===== src/rtl/normalize_64_if.sv =====
// rtl/normalize_64_if.sv - handshake bundle between normalize_64 and its neighbours
// master drives the word/count and accepts results; slave is the normalizer itself.
interface normalize_64_if;
  logic [63:0] i_WORD;
  logic [6:0]  i_LZC;
  logic        i_VALID;
  logic        o_READY;
  logic [63:0] o_NORM;
  logic [6:0]  o_EXP;
  logic        o_ZERO;
  logic        o_ERR;
  logic        o_VALID;
  logic        i_READY;

  modport master (
    output i_WORD, i_LZC, i_VALID, i_READY,
    input  o_READY, o_NORM, o_EXP, o_ZERO, o_ERR, o_VALID
  );

  modport slave (
    input  i_WORD, i_LZC, i_VALID, i_READY,
    output o_READY, o_NORM, o_EXP, o_ZERO, o_ERR, o_VALID
  );
endinterface


===== src/rtl/normalize_64.sv =====
// rtl/normalize_64.sv - two-stage left normalizer with leading-zero count cross-check
// Stage 1 does the byte-granular shift, stage 2 the bit shift plus error/exponent.
module normalize_64 (
  input  logic           i_CLK,
  input  logic           i_RST,
  normalize_64_if.slave  io_nrm
);
  localparam logic [63:0] ALL_ONES = {64{1'b1}};

  logic        r_s1_valid;
  logic [63:0] r_s1_word;
  logic [2:0]  r_s1_fine;
  logic        r_s1_zero;
  logic        r_s1_bad;
  logic        r_s1_lost;
  logic [6:0]  r_s1_lzc;

  logic        r_valid;
  logic [63:0] r_norm;
  logic [6:0]  r_exp;
  logic        r_zero;
  logic        r_err;

  logic        w_s2_ready;
  logic        w_in_xfer;
  logic        w_s2_load;
  logic [63:0] w_coarse;
  logic [63:0] w_lost_mask;
  logic [63:0] w_fine;
  logic        w_err;

  assign w_s2_ready     = !r_valid | io_nrm.i_READY;
  assign io_nrm.o_READY = !r_s1_valid | w_s2_ready;
  assign w_in_xfer      = io_nrm.i_VALID & io_nrm.o_READY;
  assign w_s2_load      = r_s1_valid & w_s2_ready;

  // A count of 64 or more shifts everything out, so bit 6 forces a zero word.
  assign w_coarse    = io_nrm.i_LZC[6] ? '0 : (io_nrm.i_WORD << {io_nrm.i_LZC[5:3], 3'b000});
  // Mask of the bits the full shift discards; any 1 there means the count was too large.
  assign w_lost_mask = io_nrm.i_LZC[6] ? ALL_ONES : ~(ALL_ONES >> io_nrm.i_LZC[5:0]);

  assign w_fine = r_s1_word << r_s1_fine;
  assign w_err  = r_s1_bad
                | (r_s1_zero & (r_s1_lzc != 7'd64))
                | (!r_s1_zero & (!w_fine[63] | r_s1_lost));

  always_ff @(posedge i_CLK) begin
    if (i_RST) begin
      r_s1_valid <= 1'b0;
      r_s1_word  <= '0;
      r_s1_fine  <= '0;
      r_s1_zero  <= 1'b0;
      r_s1_bad   <= 1'b0;
      r_s1_lost  <= 1'b0;
      r_s1_lzc   <= '0;
    end else begin
      if (w_in_xfer) begin
        r_s1_valid <= 1'b1;
        r_s1_word  <= w_coarse;
        r_s1_fine  <= io_nrm.i_LZC[2:0];
        r_s1_zero  <= (io_nrm.i_WORD == 64'd0);
        r_s1_bad   <= (io_nrm.i_LZC > 7'd64);
        r_s1_lost  <= |(io_nrm.i_WORD & w_lost_mask);
        r_s1_lzc   <= io_nrm.i_LZC;
      end else if (w_s2_load) begin
        r_s1_valid <= 1'b0;
      end
    end
  end

  always_ff @(posedge i_CLK) begin
    if (i_RST) begin
      r_valid <= 1'b0;
      r_norm  <= '0;
      r_exp   <= '0;
      r_zero  <= 1'b0;
      r_err   <= 1'b0;
    end else begin
      if (w_s2_load) begin
        r_valid <= 1'b1;
        r_norm  <= w_fine;
        r_exp   <= r_s1_zero ? 7'd0 : (7'd63 - r_s1_lzc);
        r_zero  <= r_s1_zero;
        r_err   <= w_err;
      end else if (io_nrm.i_READY) begin
        r_valid <= 1'b0;
      end
    end
  end

  assign io_nrm.o_VALID = r_valid;
  assign io_nrm.o_NORM  = r_norm;
  assign io_nrm.o_EXP   = r_exp;
  assign io_nrm.o_ZERO  = r_zero;
  assign io_nrm.o_ERR   = r_err;
endmodule


===== src/flat_wrapper.sv =====
// flat-port wrapper written by rule: the top's interface ports become plain ports
module normalize_64_flat 
  (i_CLK, i_RST, io_nrm_i_WORD, io_nrm_i_LZC, io_nrm_i_VALID, io_nrm_i_READY, io_nrm_o_READY, io_nrm_o_NORM, io_nrm_o_EXP, io_nrm_o_ZERO, io_nrm_o_ERR, io_nrm_o_VALID);
  normalize_64_if io_nrm_i ();
  input  logic i_CLK;
  input  logic i_RST;
  input wire logic [$bits(io_nrm_i.i_WORD)-1:0] io_nrm_i_WORD;
  input wire logic [$bits(io_nrm_i.i_LZC)-1:0] io_nrm_i_LZC;
  input wire logic [$bits(io_nrm_i.i_VALID)-1:0] io_nrm_i_VALID;
  input wire logic [$bits(io_nrm_i.i_READY)-1:0] io_nrm_i_READY;
  output wire logic [$bits(io_nrm_i.o_READY)-1:0] io_nrm_o_READY;
  output wire logic [$bits(io_nrm_i.o_NORM)-1:0] io_nrm_o_NORM;
  output wire logic [$bits(io_nrm_i.o_EXP)-1:0] io_nrm_o_EXP;
  output wire logic [$bits(io_nrm_i.o_ZERO)-1:0] io_nrm_o_ZERO;
  output wire logic [$bits(io_nrm_i.o_ERR)-1:0] io_nrm_o_ERR;
  output wire logic [$bits(io_nrm_i.o_VALID)-1:0] io_nrm_o_VALID;
  assign io_nrm_i.i_WORD = io_nrm_i_WORD;
  assign io_nrm_i.i_LZC = io_nrm_i_LZC;
  assign io_nrm_i.i_VALID = io_nrm_i_VALID;
  assign io_nrm_i.i_READY = io_nrm_i_READY;
  assign io_nrm_o_READY = io_nrm_i.o_READY;
  assign io_nrm_o_NORM = io_nrm_i.o_NORM;
  assign io_nrm_o_EXP = io_nrm_i.o_EXP;
  assign io_nrm_o_ZERO = io_nrm_i.o_ZERO;
  assign io_nrm_o_ERR = io_nrm_i.o_ERR;
  assign io_nrm_o_VALID = io_nrm_i.o_VALID;
  normalize_64 u_core (.i_CLK(i_CLK), .i_RST(i_RST), .io_nrm(io_nrm_i));
endmodule

===== config.mk =====
export PLATFORM = sky130hd
export DESIGN_NAME = normalize_64_flat
export DESIGN_NICKNAME = d
export VERILOG_FILES = /design/src/rtl/normalize_64_if.sv /design/src/rtl/normalize_64.sv /design/src/flat_wrapper.sv
export SDC_FILE = /design/constraint.sdc
export NUM_CORES = 1
export LEC_CHECK = 0
export BUFFER_PORTS_ARGS = -buffer_cell sky130_fd_sc_hd__clkbuf_2
export CAP_MARGIN = 5
export CORE_UTILIZATION = 45
export CTS_CLUSTER_DIAMETER = 50
export DETAILED_ROUTE_END_ITERATION = 12
export PLACE_DENSITY_LB_ADDON = 0.12
export SYNTH_ARGS = -nofsm -noshare
export SYNTH_HDL_FRONTEND = slang
export SYNTH_SLANG_ARGS = --single-unit

===== constraint.sdc =====
create_clock -name i_CLK -period 4.9 [get_ports i_CLK]
set_input_delay 0.245 -clock i_CLK [delete_from_list [all_inputs] [get_ports i_CLK]]
set_output_delay 0.245 -clock i_CLK [all_outputs]
set_load 0.01 [all_outputs]

==> results, run 1 <==
- The number of antenna violations at the first check in global routing is 0.
- The initial core utilization is 46.1%.
- At the end of routability-driven placement, the weighted congestion stood at 1.00.
- Counting both buffers and inverters, the worst setup path holds a total of 1.
- TritonCTS created 17 clock buffers.
- The via count of the first global-routing pass is 8,427.
- STA classifies the critical path endpoint as a flip-flop.
- Per report_power, the combinational group accounts for 19.4% of the total.
- The flip-flop and latch count after synthesis is 149.
- The die covers 22,200 um2.
- Summed over all layers, the global routing overflow is 0.
- Among all flip-flop cells after synthesis, the most frequent one is sky130_fd_sc_hd__dfxtp_1.
- In this run the count of I/O pins placed on the die edge is 150.
- After the first detailed-routing iteration, the DRC count stood at 834.
- The synthesized design contains 0 enable-type register cells.
- The floorplan step set the die width to 149 um.
- The number of cells on the worst reg-to-reg path is 4.
- Registers are responsible for 39.8% of the overall power.
- The top fanout value on the critical path is 40.
- The number of max-slew violations in the final report is 0.
- STA puts the critical path data required time at 5160 ps.
- The net switching component of the power is 0.000987 W.
- Walking the worst path, the cells encountered are buf_4, mux4_2, mux2i_1, a211oi_1.
- In the routed layout, each cell is associated on average with a via count of 6.37.
- The final total negative setup slack is 0 ps.
- After detailed placement, the total cell area comes to 10,400 um2.
- The TritonCTS clock tree is built.
- The final critical path time including I/O delays and setup is 2490 ps.
- CTS placed an instance of sky130_fd_sc_hd__clkbuf_16 at the clock tree root.
- The type of the most critical hold path is in -> reg.
- The top cell type by area accounts for 30.7% of the synthesized area.
- The critical path is of the reg -> reg type.
- The reg-to-reg endpoint is u_core.io_nrm.o_NORM[27].
- STA classifies the critical path startpoint as a flip-flop.
- For the worst setup path, the data arrival time is 2750 ps.
- The area of the mapped netlist is 9710 um2.
- The Yosys step of the flow raised 0 warnings.
- The overall routed net length is 32,800 um.
- The clock sink count is 149.
- Dividing the detail-routed wire length by the instance count gives 22.4 um.
- Setup repair after global routing left no endpoint under its margin.
- The number of nets produced by synthesis is 1,188.
- The pre-antenna-repair detailed-routing pass consisted of 6 iterations.
- The setup violation total in the final timing report is 0.
- The hold buffer count at cts is 0.
- The hold path startpoint is io_nrm_i_VALID.
- Global routing used 29.4% of the available tracks across all layers.
- CTS built an H-tree with a depth of 4.
- The count of maximum capacitance violations is 0.
- The worst register-to-register path has a setup slack of 2410 ps.
- The flow ran to the end, and the final reports show no timing, DRC or antenna violations.
- The clock passes through at most 2 buffers.
- Post-CTS timing repair inserted 0 buffers for setup.
- The global-route wire length before repair is 49,700 um.
- By area the synthesized netlist is led by sky130_fd_sc_hd__dfxtp_1 31%, sky130_fd_sc_hd__mux4_2 13%, sky130_fd_sc_hd__mux2i_1 13%.
- For hold timing, the worst endpoint is u_core.r_s1_valid.
- The clock transition at the register clock pins on the worst setup and hold paths after CTS is 70 ps.
- On the critical path the largest part of the delay comes from multiplexers.
- At the pin with the least slew margin, the transition time is 952 ps.
- The fraction of layout instances using a drive strength above 1 is 23.4%.
- Averaged over all synthesized cells, the footprint is 8.73 um2.
- The worst register-to-register path begins at u_core.r_s1_lzc[0].
- By count the netlist is led by 180 x sky130_fd_sc_hd__nor2_1, 149 x sky130_fd_sc_hd__dfxtp_1, 124 x sky130_fd_sc_hd__mux2i_1, 69 x sky130_fd_sc_hd__clkbuf_1.
- Counting the fill cells in the layout gives 2,023.
- The number of antenna cells inserted is 0.
- In the routed design, unresolved DRC markers number 0.
- For the final database, setup skew stands at 9.15 ps.
- The post-synthesis to final-layout area growth is 13.8%.
- The post-layout instance area is 11,100 um2.
- The instance count along the most critical hold path is 3.
- Entering global routing, the biggest net connects 89 pins.
- Net switching is 29.7% of the power.
- Yosys mapped the design onto 55 distinct sky130hd cell types.
- Summed over all cells, the static leakage comes to 4.07 nW.
- The cell with the most instances after synthesis is sky130_fd_sc_hd__nor2_1.
- The cell with the biggest individual delay on the critical path is sky130_fd_sc_hd__dfxtp_4.
- The number of instances in the synthesized netlist is 1,113.
- Buffers placed on the I/O ports in this run total 149.
- The internal portion of the total power is 0.00233 W.
- The fraction of registers with async set/reset is 0%.
- The core area is 21,100 um2.
- The final route contains 9,338 vias.
- The net total in the final layout is 1,254.
- The worst supply voltage drop on vdd is 0.194 mV.
- Based on the critical path, the design can be clocked at up to 401 MHz.
- The power share of the clock group is 40.8%.
- The delay of the slowest critical-path stage is 700 ps.
- The die is 149 um tall.
- Once the clock tree was built, the resizer swapped 0 gates to a different size.
- The biggest area contributor in the post-synthesis netlist is sky130_fd_sc_hd__dfxtp_1.
- Summed over all nets, the half-perimeter wirelength after detailed placement is 23,400 um.
- The worst max-slew margin expressed relative to the limit is 36.5%.
- The sequential share of the synthesized area is 30.7%.
- The residual antenna-violating net count after detailed routing is 0.
- The floorplan row count is 53.
- The power density normalized to cell area is 300 nW/um2.
- The clock latency on the worst-skew pair is 420 ps.
- The share of the clock period used by the worst path after layout is 50.8%.
- The final-report hold violation count is 0.
[final cells by class]
class | count | area (um2) | area share, %
clock buffers | 21 | 492 | 4.45
flip-flops and latches | 149 | 2990 | 27.1
repair buffers | 160 | 833 | 7.54
inverters | 6 | 22.5 | 0.204
well taps | 275 | 344 | 3.11
clock inverters | 10 | 118 | 1.06
multi-input cells | 845 | 6250 | 56.6
[worst register-to-register path, cell delays in order, from the launching register on]
cell	delay (ps)
sky130_fd_sc_hd__dfxtp_4	700
sky130_fd_sc_hd__buf_4	670
sky130_fd_sc_hd__mux4_2	660
sky130_fd_sc_hd__mux2i_1	210
sky130_fd_sc_hd__a211oi_1	100
[cells by family after synthesis]
kind of cell	share of synthesized area [%]
DFF	30.7
and+or+nand+nor	14.6
adders and majority gates	0.219
buffers and inverters	4.96
AOI/OAI and AO/OA	21.7
muxes	27.7
[per-layer routing]
layer,GRT usage (%),vias to the layer above,part of all wire [%]
li1,-,4363,-
met1,42.3,4402,44
met2,43.3,490,44
met3,5.99,83,8.8
met4,10.8,0,3.6
met5,0,-,0
[stage by stage]
step	total power, W	setup slack (ps)	hold WS, ps	cells	utilization [%]
6_report	0.00332	2410	75.7	1466	52.4
5_1_grt	0.00345	2230	100	1466	52.4
4_1_cts	0.00334	2390	57.4	1466	52.4
3_5_place_dp	0.00198	2240	448	1435	49.5
3_3_place_gp	0.00198	2200	443	1435	49.5
2_1_floorplan	0.00176	3040	374	1113	-
[cells in the final DEF (no fill, tap or decap), drive strengths merged, types with 4 or more instances in the layout]
cell type	synthesis	final
buf	44	14
o2bb2ai	8	8
mux4	57	57
nor3	38	38
clkinv	1	6
inv	5	7
nand2b	5	5
o22ai	25	25
nor2	180	180
o21ai	53	53
nand2	66	66
a31oi	4	4
clkbuf	69	167
mux2i	124	124
nand4	4	4
dfxtp	149	149
nand3	9	9
a21oi	64	64
nor4	10	10
a211oi	66	66
a22oi	63	63
or4	4	4
mux2	15	15
[registers in the layout, summed over array words and instances (netlist names)]
register               flops
u_core.io_nrm.o_NORM      64
u_core.r_s1_word          64
u_core.io_nrm.o_EXP        7
u_core.r_s1_lzc            7
u_core.io_nrm.o_ERR        1
u_core.io_nrm.o_VALID      1
u_core.io_nrm.o_ZERO       1
u_core.r_s1_bad            1
u_core.r_s1_lost           1
u_core.r_s1_valid          1
u_core.r_s1_zero           1
[power by group through the flow]
stage / Combinational, W / Clock (W) / Sequential [W]
2_1_floorplan: 0.000411 / 0 / 0.00135
3_3_place_gp: 0.000630 / 0 / 0.00135
3_5_place_dp: 0.000630 / 0 / 0.00135
4_1_cts: 0.000632 / 0.00138 / 0.00132
5_1_grt: 0.000689 / 0.00144 / 0.00133
6_report: 0.000643 / 0.00135 / 0.00132
[how the worst max path moves through the flow]
stage / from / to / slack (ps) / cells past startpoint
2_1_floorplan: io_nrm_i_LZC[0] / u_core.r_s1_lost / 3040 / 7
3_3_place_gp: io_nrm_i_LZC[3] / u_core.r_s1_word[56] / 2200 / 8
3_5_place_dp: io_nrm_i_LZC[3] / u_core.r_s1_word[56] / 2240 / 8
4_1_cts: u_core.r_s1_lzc[0] / u_core.io_nrm.o_NORM[27] / 2390 / 4
5_1_grt: u_core.r_s1_lzc[0] / u_core.io_nrm.o_NORM[31] / 2230 / 4
6_report: u_core.r_s1_lzc[0] / u_core.io_nrm.o_NORM[27] / 2410 / 4
Note: power is estimated with default switching activity, not from simulation.
==> inputs of run 2 (changes only) <==
Clock period 4.9 ns to 2.4 ns, I/O delays scaled along.
==> run 2 against run 1 <==
Register-to-register slack got worse by 1900 ps. Sequential share of layout area fell by 0.86 points. Critical endpoint is now u_core.io_nrm.o_ERR. Total power rose by 100%. Clock skew up 6.0 ps. Worst hold slack lost 54 ps. Wire length rose by 3.4%. Count of clock-buffer cells in the layout decreased by 4. Global-route usage increased by 1.2 points. Die area is the same. Combinational power up 120%.
==> results, run 2 (synthesis gave the netlist of run 1 again) <==
- The top routing layer in use is met5.
- In this design, the largest share of critical-path delay is due to multiplexers.
- The cell that appears most often on the critical path is sky130_fd_sc_hd__nor3_1.
- The delay of the slowest critical-path stage is 370 ps (-330 ps).
- The global-route wire length before repair came to 51,400 um (+3.4%).
- The area of the multi-input gates is 6250 um2 (unchanged).
- The number of buffers and inverters on the critical path was 1 (unchanged).
- The type of the worst setup path is reg -> reg.
- The worst hold margin was 21.3 ps (-54.3 ps).
- The library cells used most frequently in the layout, excluding fill and tap cells, are 179 x sky130_fd_sc_hd__nor2_1, 146 x sky130_fd_sc_hd__clkbuf_2, 146 x sky130_fd_sc_hd__dfxtp_1.
- The sequential cell area is 2990 um2 (unchanged).
- The mean number of vias per cell is 6.29 (-1.3%).
- The H-tree depth reported by CTS came to 4 (unchanged).
- The clock transition at the register clock pins on the worst setup and hold paths after CTS came to 70 ps (about the same).
- The setup clock skew after layout is 15.2 ps (+6.02 ps).
- The fraction of layout instances using a drive strength above 1 is 25.6% (+2.2 points).
- The number of max-slew violations in the final report was 0 (unchanged).
- The top fanout value on the critical path was 25 (-38%).
- The chip width is 149 um (unchanged).
- The total power is 0.00677 W (+100%).
- The cell with the biggest individual delay on the critical path is sky130_fd_sc_hd__mux4_2.
- The achievable frequency was 522 MHz (+30%).
- The floorplan die height is 149 um (unchanged).
- The power density normalized to cell area is 593 nW/um2 (+98%).
- The number of DRC markers in iteration 0 is 1,012 (+21%).
- The final critical path time including I/O delays and setup came to 1910 ps (-577 ps).
- The run finished with clean final reports.
- The critical path goes through buf_4, mux4_2, mux2i_1, nor3_1, a31oi_1, nor3_1, nor3_1.
- The clock latency on the worst-skew pair is 430 ps (about the same).
- The arrival time reported for the critical path endpoint was 2270 ps (-480 ps).
- The wire length per cell after detailed routing is 22.6 um (+0.82%).
- The hold buffer count at cts is 1 (+1).
- The worst max-slew margin expressed relative to the limit was 51.1% (+15 points).
- The cell sitting at the root of the clock tree is a sky130_fd_sc_hd__clkbuf_16.
- The final total negative setup slack is 0 ps (unchanged).
- The leakage power is 4.27 nW (+4.7%).
- The number of setup buffers added after CTS came to 0 (unchanged).
- The global-route usage over all layers is 30.7% (+1.2 points).
- The residual antenna-violating net count after detailed routing is 0 (unchanged).
- STA classifies the critical path startpoint as a flip-flop.
- The count of maximum capacitance violations is 0 (unchanged).
- The final estimated routing congestion in global placement was 0.979 (-2.1%).
- The TritonCTS buffer count is 17 (unchanged).
- The number of remaining DRC errors is 0 (unchanged).
- The number of antenna violations at the first check in global routing came to 4 (+4).
- The floorplan row count was 53 (unchanged).
- The top-level port count came to 150 (unchanged).
- The die area came to 22,200 um2 (unchanged).
- The final-report hold violation count came to 0 (unchanged).
- The overall routed net length is 33,900 um (+3.4%).
- The pin count of the biggest net entering global routing is 81 (-9.0%).
- The setup violation total in the final timing report is 0 (unchanged).
- The wire length on met2 is 15,000 um (+5.4%).
- The clock sink count is 149 (unchanged).
- The post-layout instance area is 11,400 um2 (+3.3%).
- The met3 wirelength from detailed routing is 2590 um (-10%).
- The share of the clock period used by the worst path after layout is 79.8% (+29 points).
- The net total in the final layout is 1,289 (+2.8%).
- The endpoint class of the critical path is a flip-flop.
- The buffer depth of the longest clock path is 2 (unchanged).
- The post-cts resize count was 0 (unchanged).
- The total grt overflow is 0 (unchanged).
- The number of filler cells placed in the layout came to 2,020 (-0.15%).
- The count of input and output buffers is 149 (unchanged).
- The worst supply voltage drop on vdd was 0.348 mV (+79%).
- The area growth from synthesis to layout is 17.6%.
- The detailed-route wire length on metal 1 came to 15,200 um (+5.3%).
- The TritonCTS clock tree is built.
- The library cell used most frequently in the layout, excluding fill and tap cells, is sky130_fd_sc_hd__nor2_1.
- The required arrival time at the worst endpoint was 2750 ps (-2410 ps).
- The core area is 21,100 um2 (unchanged).
- The routed via count is 9,453 (+1.2%).
- Setup repair after global routing left no endpoint under its margin.
- The initial core utilization is 46.1% (unchanged).
- The placement-stage cell area is 10,800 um2 (+3.5%).
- The transition time of the tightest slew-check pin is 732 ps (-220 ps).
- The via count of the first global-routing pass is 8,730 (+3.6%).
- The first-pass detailed-route iteration total is 6 (unchanged).
- The half-perimeter wire length after placement came to 25,300 um (+8.6%).
- The min-delay analysis places its worst path in the category in -> reg.
[run 2: cell count changes in the layout (fill, tap and decap cells not counted), moves of 2 or more]
cell	before	now
sky130_fd_sc_hd__buf_4	13	38
sky130_fd_sc_hd__buf_12	0	9
sky130_fd_sc_hd__inv_8	0	4
sky130_fd_sc_hd__clkbuf_8	3	0
sky130_fd_sc_hd__clkinv_2	3	1
sky130_fd_sc_hd__diode_2	0	2
[run 2: final timing paths]
check / startpoint / to / slack [ps] / cells past startpoint
max reg2reg: u_core.r_s1_lzc[1] / u_core.io_nrm.o_ERR / 490 / 7
max: u_core.r_s1_lzc[1] / u_core.io_nrm.o_ERR / 490 / 7
min reg2reg: u_core.io_nrm.o_EXP[6] / u_core.io_nrm.o_EXP[6] / 450 / 2
min: io_nrm_i_READY / u_core.io_nrm.o_VALID / 20 / 3
[run 2: metal layers]
layer / GRT usage (%) / up-vias
li1: - / 4440
met1: 43.4 / 4503
met2: 46.2 / 438
met3: 5.96 / 68
met4: 11.1 / 4
met5: 0 / -
[run 2: report_power, final]
part	switching (W)	total [W]	leakage, nW	internal (W)
registers	0.0000984	0.00269	1.22	0.00259
logic	0.000857	0.00141	2.76	0.000549
clock network	0.00120	0.00268	0.285	0.00148
[run 2: layout make-up]
class / instances / area share, %
repair buffers: 195 / 10.6
flip-flops and latches: 149 / 26.2
multi-input cells: 845 / 54.8
well taps: 275 / 3.01
inverters: 6 / 0.197
diodes: 2 / 0.0438
clock inverters: 15 / 1.44
clock buffers: 17 / 3.73
[run 2: worst reg2reg max path, stage by stage, from the launching register on]
cell and delay (ps):
sky130_fd_sc_hd__dfxtp_2 350, sky130_fd_sc_hd__buf_4 320, sky130_fd_sc_hd__mux4_2 380, sky130_fd_sc_hd__mux2i_1 320
sky130_fd_sc_hd__nor3_1 80, sky130_fd_sc_hd__a31oi_1 150, sky130_fd_sc_hd__nor3_1 60, sky130_fd_sc_hd__nor3_1 190
[run 2: per-stage QoR]
step / setup WS (ps) / instances / utilization [%]
floorplan: 593 / 1113 / -
global placement: 146 / 1469 / 51.3
detailed placement: 105 / 1469 / 51.3
CTS: 458 / 1502 / 54.1
global route: 368 / 1502 / 54.1
finish: 486 / 1504 / 54.1
